$ cat src/rtl/mux_scan_pkg.sv
// Shared types for the multi-channel input scanner.
// Channel state encoding and the meaning of the shared mode input.
package mux_scan_pkg;

    typedef enum logic [1:0] {
        DIS = 2'd0,
        DIR = 2'd1,
        SCN = 2'd2
    } chan_state_t;

    localparam logic MODE_DIRECT = 1'b0;
    localparam logic MODE_SCAN   = 1'b1;

endpackage

$ cat src/rtl/mux_scan_chan.sv
// One scanner channel: N:1 registered selector with an auto-scan sequencer.
//   state | meaning
//   DIS   | disabled, outputs low, scan position cleared
//   DIR   | direct mode, input picked by sel
//   SCN   | scan mode, input picked by internal idx stepping every DWELL cycles
module mux_scan_chan
    import mux_scan_pkg::*;
#(
    parameter  int N     = 4,
    parameter  int W     = 1,
    parameter  int DWELL = 4,
    localparam int SELW  = $clog2(N)
) (
    input  logic              clk,
    input  logic              rst,
    input  logic [N*W-1:0]    data,
    input  logic [SELW-1:0]   sel,
    input  logic              en_n,
    input  logic              mode,
    output logic [W-1:0]      y,
    output logic [SELW-1:0]   y_sel,
    output logic              y_vld,
    output logic              wrap
);

    localparam int              DW         = (DWELL > 1) ? $clog2(DWELL) : 1;
    localparam logic [DW-1:0]   DWELL_LAST = DW'(DWELL - 1);
    localparam logic [SELW-1:0] IDX_LAST   = SELW'(N - 1);
    localparam logic [SELW:0]   N_EXT      = (SELW + 1)'(N);

    chan_state_t     state, state_nxt;
    logic [SELW-1:0] idx, idx_nxt, cur_idx, y_sel_nxt;
    logic [DW-1:0]   dwell, dwell_nxt, cur_dwell;
    logic [W-1:0]    y_nxt;
    logic            y_vld_nxt, wrap_nxt;

    function automatic logic [W-1:0] pick(input logic [N*W-1:0] d, input logic [SELW-1:0] s);
        pick = '0;
        for (int k = 0; k < N; k++) begin
            if (s == SELW'(k)) pick = d[k*W +: W];
        end
    endfunction

    always_comb begin
        state_nxt = DIS;
        idx_nxt   = '0;
        dwell_nxt = '0;
        y_nxt     = '0;
        y_sel_nxt = '0;
        y_vld_nxt = 1'b0;
        wrap_nxt  = 1'b0;
        // Entering SCN from another state always starts from input 0.
        cur_idx   = (state == SCN) ? idx   : '0;
        cur_dwell = (state == SCN) ? dwell : '0;
        if (!en_n) begin
            if (mode == MODE_DIRECT) begin
                state_nxt = DIR;
                y_sel_nxt = sel;
                y_vld_nxt = ({1'b0, sel} < N_EXT);
                y_nxt     = y_vld_nxt ? pick(data, sel) : '0;
            end else begin
                state_nxt = SCN;
                y_sel_nxt = cur_idx;
                y_vld_nxt = 1'b1;
                y_nxt     = pick(data, cur_idx);
                if (cur_dwell == DWELL_LAST) begin
                    dwell_nxt = '0;
                    if (cur_idx == IDX_LAST) begin
                        idx_nxt  = '0;
                        wrap_nxt = 1'b1;
                    end else begin
                        idx_nxt = cur_idx + 1'b1;
                    end
                end else begin
                    dwell_nxt = cur_dwell + 1'b1;
                    idx_nxt   = cur_idx;
                end
            end
        end
    end

    always_ff @(posedge clk) begin
        if (rst) begin
            state <= DIS;
            idx   <= '0;
            dwell <= '0;
            y     <= '0;
            y_sel <= '0;
            y_vld <= 1'b0;
            wrap  <= 1'b0;
        end else begin
            state <= state_nxt;
            idx   <= idx_nxt;
            dwell <= dwell_nxt;
            y     <= y_nxt;
            y_sel <= y_sel_nxt;
            y_vld <= y_vld_nxt;
            wrap  <= wrap_nxt;
        end
    end

endmodule

$ cat src/rtl/mux_scan_nch.sv
// CH independent N:1 registered selectors with per-channel auto-scan.
// Only port slicing lives here; all behaviour is in mux_scan_chan.
module mux_scan_nch
    import mux_scan_pkg::*;
#(
    parameter  int CH    = 2,
    parameter  int N     = 4,
    parameter  int W     = 1,
    parameter  int DWELL = 4,
    localparam int SELW  = $clog2(N)
) (
    input  logic                 clk,
    input  logic                 rst,
    input  logic [CH*N*W-1:0]    i_data,
    input  logic [CH*SELW-1:0]   sel,
    input  logic [CH-1:0]        en_n,
    input  logic                 mode,
    output logic [CH*W-1:0]      y,
    output logic [CH*SELW-1:0]   y_sel,
    output logic [CH-1:0]        y_vld,
    output logic [CH-1:0]        wrap
);

    for (genvar c = 0; c < CH; c++) begin : g_ch
        mux_scan_chan #(
            .N     (N),
            .W     (W),
            .DWELL (DWELL)
        ) u_chan (
            .clk   (clk),
            .rst   (rst),
            .data  (i_data[c*N*W +: N*W]),
            .sel   (sel[c*SELW +: SELW]),
            .en_n  (en_n[c]),
            .mode  (mode),
            .y     (y[c*W +: W]),
            .y_sel (y_sel[c*SELW +: SELW]),
            .y_vld (y_vld[c]),
            .wrap  (wrap[c])
        );
    end

endmodule
$ cat config.mk
export PLATFORM = sky130hd
export DESIGN_NAME = mux_scan_nch
export DESIGN_NICKNAME = d
export VERILOG_FILES = /design/src/rtl/mux_scan_pkg.sv /design/src/rtl/mux_scan_chan.sv /design/src/rtl/mux_scan_nch.sv
export SDC_FILE = /design/constraint.sdc
export NUM_CORES = 1
export LEC_CHECK = 0
export ABC_AREA = 1
export CORE_UTILIZATION = 40
export DETAILED_ROUTE_END_ITERATION = 8
export PLACE_DENSITY = 0.7
export SLEW_MARGIN = 25
export SYNTH_ARGS = -nofsm -noshare
export SYNTH_HDL_FRONTEND = slang
export SYNTH_HIERARCHICAL = 1
export SYNTH_SLANG_ARGS = --single-unit
$ cat constraint.sdc
create_clock -name clk -period 1.3 [get_ports clk]
set_input_delay 0.325 -clock clk [delete_from_list [all_inputs] [get_ports clk]]
set_output_delay 0.325 -clock clk [all_outputs]
set_load 0.02 [all_outputs]
==> flow_summary.json <==
{
  "outcome": "completed",
  "setup_violations": 0,
  "leakage_nw": 0.7715,
  "synth_commonest_cells": "32 x inv_1, 22 x dfxtp_1, 22 x nand2_1",
  "pwr-share-comb_pct": 12.7,
  "synthArstFlopShare_pct": 0,
  "dieHeight_microns": 54.41,
  "place_congestion": 0.8308,
  "final_nets": 210,
  "io_pins": 27,
  "fillCellCount": 186,
  "hpwl_microns": 1845,
  "track_usage_pct": 17.14,
  "cts_sinks": 22,
  "p_sw_share_pct": 21.87,
  "crit_type": "reg -> reg",
  "via_count": 973,
  "crit_top_cell": "inv_2",
  "p_clk_share_pct": 37.1,
  "path_cells": "inv_2, nor2_4, inv_2, nor2_2, ha_2, inv_4, o21ai_2, a21oi_2",
  "cpMaxStageDelayCell": "dfxtp_2",
  "clk_pin_slew_ns": 0.12,
  "wl_per_cell_microns": 12.22,
  "seq_area_frac_synth_pct": 40.09,
  "pwr_density_cell_mw_per_mm2": 815.6,
  "yosys.area_share.adder_pct": 11.39,
  "seqPwrFrac_pct": 50.2,
  "synth_top_family_by_area": "simple AND/OR/NAND/NOR gates",
  "syn_inst": 138,
  "synth-seq-cells": 22,
  "drcViolationCount": 0,
  "viasPerCell": 4.590,
  "synthFlopType": "dfxtp_1",
  "cts_made_buffers": 3,
  "yosysUniqueCellTypes": 18,
  "synth_edf_count": 0,
  "drive_gt1_share_pct": 46.70,
  "syn_area_sq_mm": 0.001099,
  "hold_path_class": "reg -> reg",
  "root_buffer": "clkbuf_4",
  "dieArea_sq_mm": 0.002960,
  "antenna_found_initial": 0,
  "ff_latch_area_sq_um": 445.4,
  "final-hold-violation-count": 0,
  "clk_path_buf_depth": 2,
  "grt_pass1_wl_microns": 3560,
  "multiInputGateArea_sq_um": 681.9,
  "max_stage_delay_ns": 0.36,
  "fin_skew_ns": 0.007889,
  "cts_tree": "yes",
  "ctsHoldBuffers": 0,
  "worstPathMaxFanout": 4,
  "drt-pass1-iter-count": 4,
  "relSlewSlack_pct": 82.51,
  "synthTopCellsByArea": "dfxtp_1 40%, ha_1 11%, inv_1 11%",
  "critPathTopFamily": "flip-flops",
  "htreeDepth": 1,
  "cp-start-kind": "flip-flop",
  "clock.fmax_mhz": 774.9,
  "slew_violations": 0,
  "synthMuxAreaShare_pct": 0,
  "grt_pass1_vias": 907,
  "core_area_sq_mm": 0.002545,
  "critPathCaptureType": "flip-flop",
  "intPower_mw": 1.090,
  "dp_slack_ns": -0.1136,
  "worstSkewPairLatency_ns": 0.31,
  "syn_nets": 165,
  "synth_warnings": 6,
  "finalCritPeriodShare_pct": 99.27,
  "grt_overflow_total": 0,
  "fin_crit_ns": 1.291,
  "rsz0062_at_grt": "yes",
  "critPathRequiredTime_ns": 1.52,
  "cp_data_arrival_time_ns": 1.51,
  "die_x_microns": 54.41,
  "tightest_slew_ns": 0.2615,
  "synth_xor_area_share_pct": 0,
  "grt_max_degree": 14,
  "fin_ws_ns": 0.009443,
  "syn2layout_area_growth_pct": 55.69,
  "switchingPower_mw": 0.3050,
  "synth_compound_area_share_pct": 7.973,
  "wirelength_microns": 2590,
  "start_util_pct": 43.17,
  "insertedDiodeCount": 0,
  "portBuffers": 26,
  "syn_avg_cell_area_sq_um": 7.961,
  "yosys.area.top_type": "dfxtp_1",
  "synth-simple-area-share_pct": 27.33,
  "drt-initial-drc-count": 16,
  "fin_area_sq_mm": 0.001710,
  "drv_cap": 0,
  "final_antenna_net_count": 0,
  "synth_top_area_share_pct": 40.09,
  "ir_drop_uv": 667.6,
  "fp-row-count": 18,
  "placed_cell_area_sq_mm": 0.001456,
  "synth.most_common_cell": "inv_1",
  "cp_num_buf_inv": 3
}
registers in the layout, summed over array words and instances (netlist names):
| signal | flops |
|---|---|
| g_ch.u_chan/idx | 4 |
| g_ch.u_chan/y_sel | 4 |
| g_ch.u_chan/state | 4 |
| g_ch.u_chan/dwell | 4 |
| g_ch.u_chan/y_vld | 2 |
| g_ch.u_chan/y | 2 |
| g_ch.u_chan/wrap | 2 |
power by group through the flow:
stage	registers, mW	logic, mW	clock network (mW)
final	0.701	0.177	0.517
after global routing	0.703	0.190	0.567
after CTS	0.698	0.168	0.533
after detailed placement	0.713	0.171	0
after global placement	0.713	0.168	0
after floorplan	0.725	0.0615	0
per-layer routing:
metal | track usage (%) | share of wire (%)
met3 | 5.556 | 3.7
met2 | 29.67 | 50
met5 | 0 | 0
met4 | 4.701 | 1.0
met1 | 20.03 | 45
worst min-delay path: cells and delay by family, from the launching register on:
family	cells	cell delay (ns)
flops	1	0.33
compound gates	1	0.11
simple gates	1	0.15
final timing paths:
kind | startpoint | end | slack (ns) | cells after the start
worst max-delay path | g_ch[1].u_chan/state[1] | g_ch[1].u_chan/idx[0] | 0.009 | 8
worst min-delay path | g_ch[1].u_chan/idx[0] | g_ch[1].u_chan/y_sel[0] | 0.62 | 2
worst max register to register | g_ch[1].u_chan/state[1] | g_ch[1].u_chan/idx[0] | 0.009 | 8
worst min register to register | g_ch[1].u_chan/idx[0] | g_ch[1].u_chan/y_sel[0] | 0.62 | 2
kinds of logic after synthesis:
kind of cell	count (synthesis)
AOI/OAI and AO/OA	12
adders and majority gates	10
and+or+nand+nor	58
DFF	22
buffers and inverters	36
placed cells by master, fill, tap and decap left out, types with 4 or more instances in the layout:
master	synthesis	layout
clkdlybuf4s15_1	0	4
clkdlybuf4s50_1	0	16
inv_4	0	5
dfxtp_1	22	18
nand3_1	10	8
inv_2	2	10
o21ai_2	4	4
nor2_4	2	4
nand2_4	4	6
nor2_2	2	4
dfxtp_2	0	4
buf_4	0	14
nand2_1	22	18
nor2_1	12	8
inv_1	32	19
o22ai_1	4	4
nand2_2	2	4
ha_4	0	7
clkbuf_2	0	6
through the flow:
step / total power, mW / std cells / hold WS (ns) / setup TNS [ns] / utilization, %
finish: 1.395 / 212 / 0.6208 / 0 / 67.21
global placement: 0.8809 / 202 / 0.4852 / -0.8782 / 57.23
floorplan: 0.7866 / 138 / 0.4023 / 0 / -
CTS: 1.400 / 206 / 0.5323 / 0 / 59.73
detailed placement: 0.8841 / 202 / 0.4998 / -1.070 / 57.23
global route: 1.460 / 212 / 0.6516 / -0.2749 / 67.21
what timing repair did:
action / in CTS / in global routing
resized for setup: 21 / 62
setup endpoints to repair: 15 / 19
buffers inserted: 0 / 6
pin swaps: 0 / 15
layout make-up:
| class | count | share of cell area, % |
|---|---|---|
| Tap cell | 30 | 2.195 |
| Multi-Input combinational cell | 80 | 39.87 |
| Sequential cell | 22 | 26.04 |
| Timing Repair Buffer | 40 | 19.61 |
| Clock inverter | 1 | 1.756 |
| Clock buffer | 3 | 1.317 |
| Inverter | 36 | 9.217 |
(Power assumes the default switching activity.)
==> RTL edit 1, RTL diff (same flow settings) <==
The 3 states of `chan_state_t` get a one-hot encoding in 3 bits.
--- a/src/rtl/mux_scan_pkg.sv
+++ b/src/rtl/mux_scan_pkg.sv
@@ -4,6 +4,6 @@
 
-    typedef enum logic [1:0] {
-        DIS = 2'd0,
-        DIR = 2'd1,
-        SCN = 2'd2
+    typedef enum logic [2:0] {
+        DIS = 3'b001,
+        DIR = 3'b010,
+        SCN = 3'b100
     } chan_state_t;
Formal check against the unedited RTL: no difference found for any inputs over 10 cycles, from zero or initial values; not proved beyond that.
==> RTL edit 1 against the original RTL <==
The run now ends with setup timing left; fmax down 8.3%; power fell by 4.5%; sequential cell count grew 2; wire length down 3.2%; cell count up 3.8%; non-clock buffer count is 3 lower; clock power decreased by 25%; setup slack got worse by 120 ps; area after synthesis rose by 5.7%; cell area rose by 2.5%; largest cell class unchanged.
==> RTL edit 1: results (changes against the original RTL) <==
Global route
  – First-pass GRT wire length: 3.76 mm (was 3.56 mm)
  – Vias in the first global route: 924 (was 907)
  – Global-route usage over all layers: 15.4% (was 17.1%)

Cells and area
  – Share of cells above drive strength 1: 38.1% (was 46.7%)
  – Net count, final: 217 (was 210)
  – Filler cells: 231 (was 186)
  – Max reg flops: 6

Min path
  – Min-Delay Path Depth: 3 (was 2)
  – Hold Crit Start: g_ch[0].u_chan/dwell[0] (was g_ch[1].u_chan/idx[0])
  – Hold endpoint: g_ch[0].u_chan/dwell[0] (was g_ch[1].u_chan/y_sel[0])

Yosys
  – Synth Area in Compound Gates: 4.96% (was 7.97%)
  – Post-synthesis sequential area ratio: 41.4% (was 40.1%)
  – Post-Synthesis Cells: 148 (was 138)
  – Synth Area in Adders: 10.8% (was 11.4%)
  – Syn nets: 175 (was 165)

Worst setup path
  – Max FO, Critical Path: 5 (was 4)
  – CP arrival: 1630 ps (was 1510 ps)
  – FF-to-FF path depth: 10 (was 8)
  – Cell family with most CP delay: simple AND/OR/NAND/NOR gates (was flip-flops)
  – Setup crit end: g_ch[0].u_chan/y (was g_ch[1].u_chan/idx[0])

Timing
  – Final worst setup slack: -107 ps (was 9.44 ps)
  – Clock Skew: 4.21 ps (was 7.89 ps)
  – Worst-margin pin slew: 316 ps (was 262 ps)
  – Final setup fails: 4 (was 0)
  – Hold WS: 508 ps (was 621 ps)
  – Setup TNS: -203 ps (was 0 ps)

Clock network
  – Clock buffer depth: 2 (unchanged)

Route
  – Iter 0 DRT Violations: 10 (was 16)
  – Vias per inst: 4.71 (was 4.59)

Status
  – Status: finished, violations left (was completed)
  – Failing checks: setup timing

Placement
  – Area after DPL: 1460 sq um (about the same)
  – Placer Congestion: 0.821 (was 0.831)
  – Dpl cells: 205 (was 202)

Power and ir drop
  – Worst vdd ir: 0.880 mV (was 0.668 mV)
[RTL edit 1: repair_timing]
action                     CTS  global route
hold buffers                 0             0
setup buffers                2             9
setup endpoints to repair   17            19
pin swaps                    4            19
resized for setup           28            53
[RTL edit 1: area by class of cell]
cell class / instances / share of cell area (%)
clock buffers: 4 / 2.07
repair buffers: 37 / 18.3
flip-flops and latches: 24 / 27.8
well taps: 31 / 2.21
inverters: 30 / 7.14
multi-input cells: 94 / 42.5
[RTL edit 1: per-layer routing]
metal | routed length [um] | global-route usage [%] | part of all wire [%]
met4 | 15 | 4.18 | 0.60
met3 | 92 | 4.88 | 3.7
met2 | 1280 | 25.0 | 51
met5 | 0 | 0 | 0
met1 | 1120 | 19.9 | 45
[RTL edit 1: power by group]
group          internal, W  switching [W]
Sequential        0.000758      0.0000133
Clock             0.000171       0.000216
Combinational    0.0000839      0.0000895
==> RTL edit 2, RTL diff (same settings) <==
Without the edit above. `N` is set to 4 in 2 places; all go to 8.
--- a/src/rtl/mux_scan_chan.sv
+++ b/src/rtl/mux_scan_chan.sv
@@ -8,3 +8,3 @@
 #(
-    parameter  int N     = 4,
+    parameter  int N     = 8,
     parameter  int W     = 1,
--- a/src/rtl/mux_scan_nch.sv
+++ b/src/rtl/mux_scan_nch.sv
@@ -6,3 +6,3 @@
     parameter  int CH    = 2,
-    parameter  int N     = 4,
+    parameter  int N     = 8,
     parameter  int W     = 1,
Ports: changed (resized i_data, sel and y_sel); port bits go from 27 to 39. No check against the original RTL was run, so the function may have changed too.
==> RTL edit 2 against the original RTL <==
The run now ends with setup timing left; count of clock-buffer cells in the layout unchanged; power rose by 19%; area after synthesis grew 33%; cell area increased by 37%; synthesized cell count rose by 52%; sequential cell count grew 4; wire length rose by 30%; setup slack got worse by 290 ps; cell count increased by 58%; highest routed layer unchanged.
==> RTL edit 2: results (changes against the original RTL) <==
Placement
  – Dpl cells: 320 (was 202)
  – Port buffer count: 38 (was 26)
  – Placement Setup Slack: -244 ps (was -114 ps)
  – DP HPWL: 2.60 mm (was 1.84 mm)
  – Placer Congestion: 0.803 (was 0.831)

Worst setup path
  – Cell family with most CP delay: simple AND/OR/NAND/NOR gates (was flip-flops)
  – CP arrival: 1860 ps (was 1510 ps)
  – Max FO, Critical Path: 4 (unchanged)

Power and ir drop
  – Worst vdd ir: 0.610 mV (was 0.668 mV)
  – Switching share of power: 22.8% (was 21.9%)

Clock network
  – Clock transition at path regs: 150 ps (was 120 ps)

Yosys
  – Synth Area in Adders: 12.0% (was 11.4%)
  – Commonest cells in the synthesized netlist: nand2_1 (52), inv_1 (42), dfxtp_1 (26) (was inv_1 (32), dfxtp_1 (22), nand2_1 (22))
  – Syn avg cell area: 6.95 sq um (was 7.96 sq um)
  – Ranking of synthesized cells by area: dfxtp_1 (36%), nand2_1 (13%), ha_1 (12%), inv_1 (11%), nand3_1 (6.9%) (was dfxtp_1 (40%), ha_1 (11%), inv_1 (11%), nand2_1 (7.5%), nand3_1 (4.6%))
  – Post-synthesis sequential area ratio: 35.7% (was 40.1%)
  – Syn nets: 251 (was 165)
  – Synth Area in Compound Gates: 8.06% (was 7.97%)

Cells and area
  – Net count, final: 330 (was 210)
  – Filler cells: 296 (was 186)
  – Share of cells above drive strength 1: 37.8% (was 46.7%)

Timing
  – Final worst setup slack: -278 ps (was 9.44 ps)
  – Final setup fails: 14 (was 0)

Global route
  – Maximum number of pins on one net before global-route repair: 16 (was 14)
  – First-pass GRT wire length: 5.69 mm (was 3.56 mm)
  – Vias in the first global route: 1345 (was 907)

Route
  – Vias per inst: 4.50 (was 4.59)
  – Iter 0 DRT Violations: 45 (was 16)
  – Vias: 1503 (was 973)
  – Routed WL: 3.37 mm (was 2.59 mm)

Min path
  – Hold Crit Class: input port to register (was register to register)
  – Hold Crit Start: en_n[1] (was g_ch[1].u_chan/idx[0])

Status
  – Failing checks: setup timing
  – Status: finished, violations left (was completed)
==> RTL edit 2: cell types whose count changed in the layout (fill, tap and decap cells not counted), moves of 6 or more <==
cell,change
a21oi_1,+6
buf_4,+19
clkbuf_2,+6
clkdlybuf4s50_1,+10
inv_1,+10
inv_2,+6
nand2_1,+22
nand3_1,+12
==> RTL edit 2: final cells by class <==
type / instances / area (sq um) / share of cell area (%)
Multi-Input combinational cell: 138 / 931 / 39.7
Inverter: 46 / 175 / 7.47
Tap cell: 46 / 57.6 / 2.46
Clock buffer: 3 / 22.5 / 0.961
Timing Repair Buffer: 74 / 602 / 25.7
Clock inverter: 1 / 30.0 / 1.28
Sequential cell: 26 / 526 / 22.4
==> RTL edit 2: cell families after synthesis <==
| group | count (synthesis) |
|---|---|
| adders and majority gates | 14 |
| buffers and inverters | 46 |
| AOI/OAI and AO/OA | 22 |
| and+or+nand+nor | 102 |
| DFF | 26 |
==> RTL edit 2: power by group through the flow <==
stage	Combinational [W]	Sequential [W]	Clock [W]
final	0.000282	0.000824	0.000550
after global routing	0.000309	0.000826	0.000596
after CTS	0.000284	0.000824	0.000562
after detailed placement	0.000276	0.000841	0
after global placement	0.000275	0.000841	0
after floorplan	0.0000967	0.000856	0
==> RTL edit 2: worst paths after layout <==
check | end | slack [ps] | depth (start not counted)
min | g_ch[1].u_chan/y_vld | 550 | 2
max reg2reg | g_ch[1].u_chan/y | -280 | 16
min reg2reg | g_ch[1].u_chan/dwell[0] | 570 | 3
max | g_ch[1].u_chan/y | -280 | 16
==> RTL edit 2: per-stage QoR <==
stage / instance area, sq um / setup TNS, ps
3_3_place_gp: 2160 / -2380
3_5_place_dp: 2160 / -2810
5_1_grt: 2340 / -2970
2_1_floorplan: 1530 / -207
6_report: 2340 / -1750
4_1_cts: 2330 / -1030
==> RTL edit 2: per-layer routing <==
layer	wire [um]	global-route usage, %
met2	1600	30.6
met5	0	0
met4	12	3.49
met3	96	2.55
met1	1660	23.8
==> RTL edit 2: what timing repair did <==
| item | CTS | global route |
|---|---|---|
| pin swaps | 9 | 6 |
| resized for setup | 48 | 31 |
| hold buffers | 0 | 0 |
| setup endpoints to repair | 26 | 26 |
| cloned | 0 | 0 |
| buffers inserted | 7 | 4 |
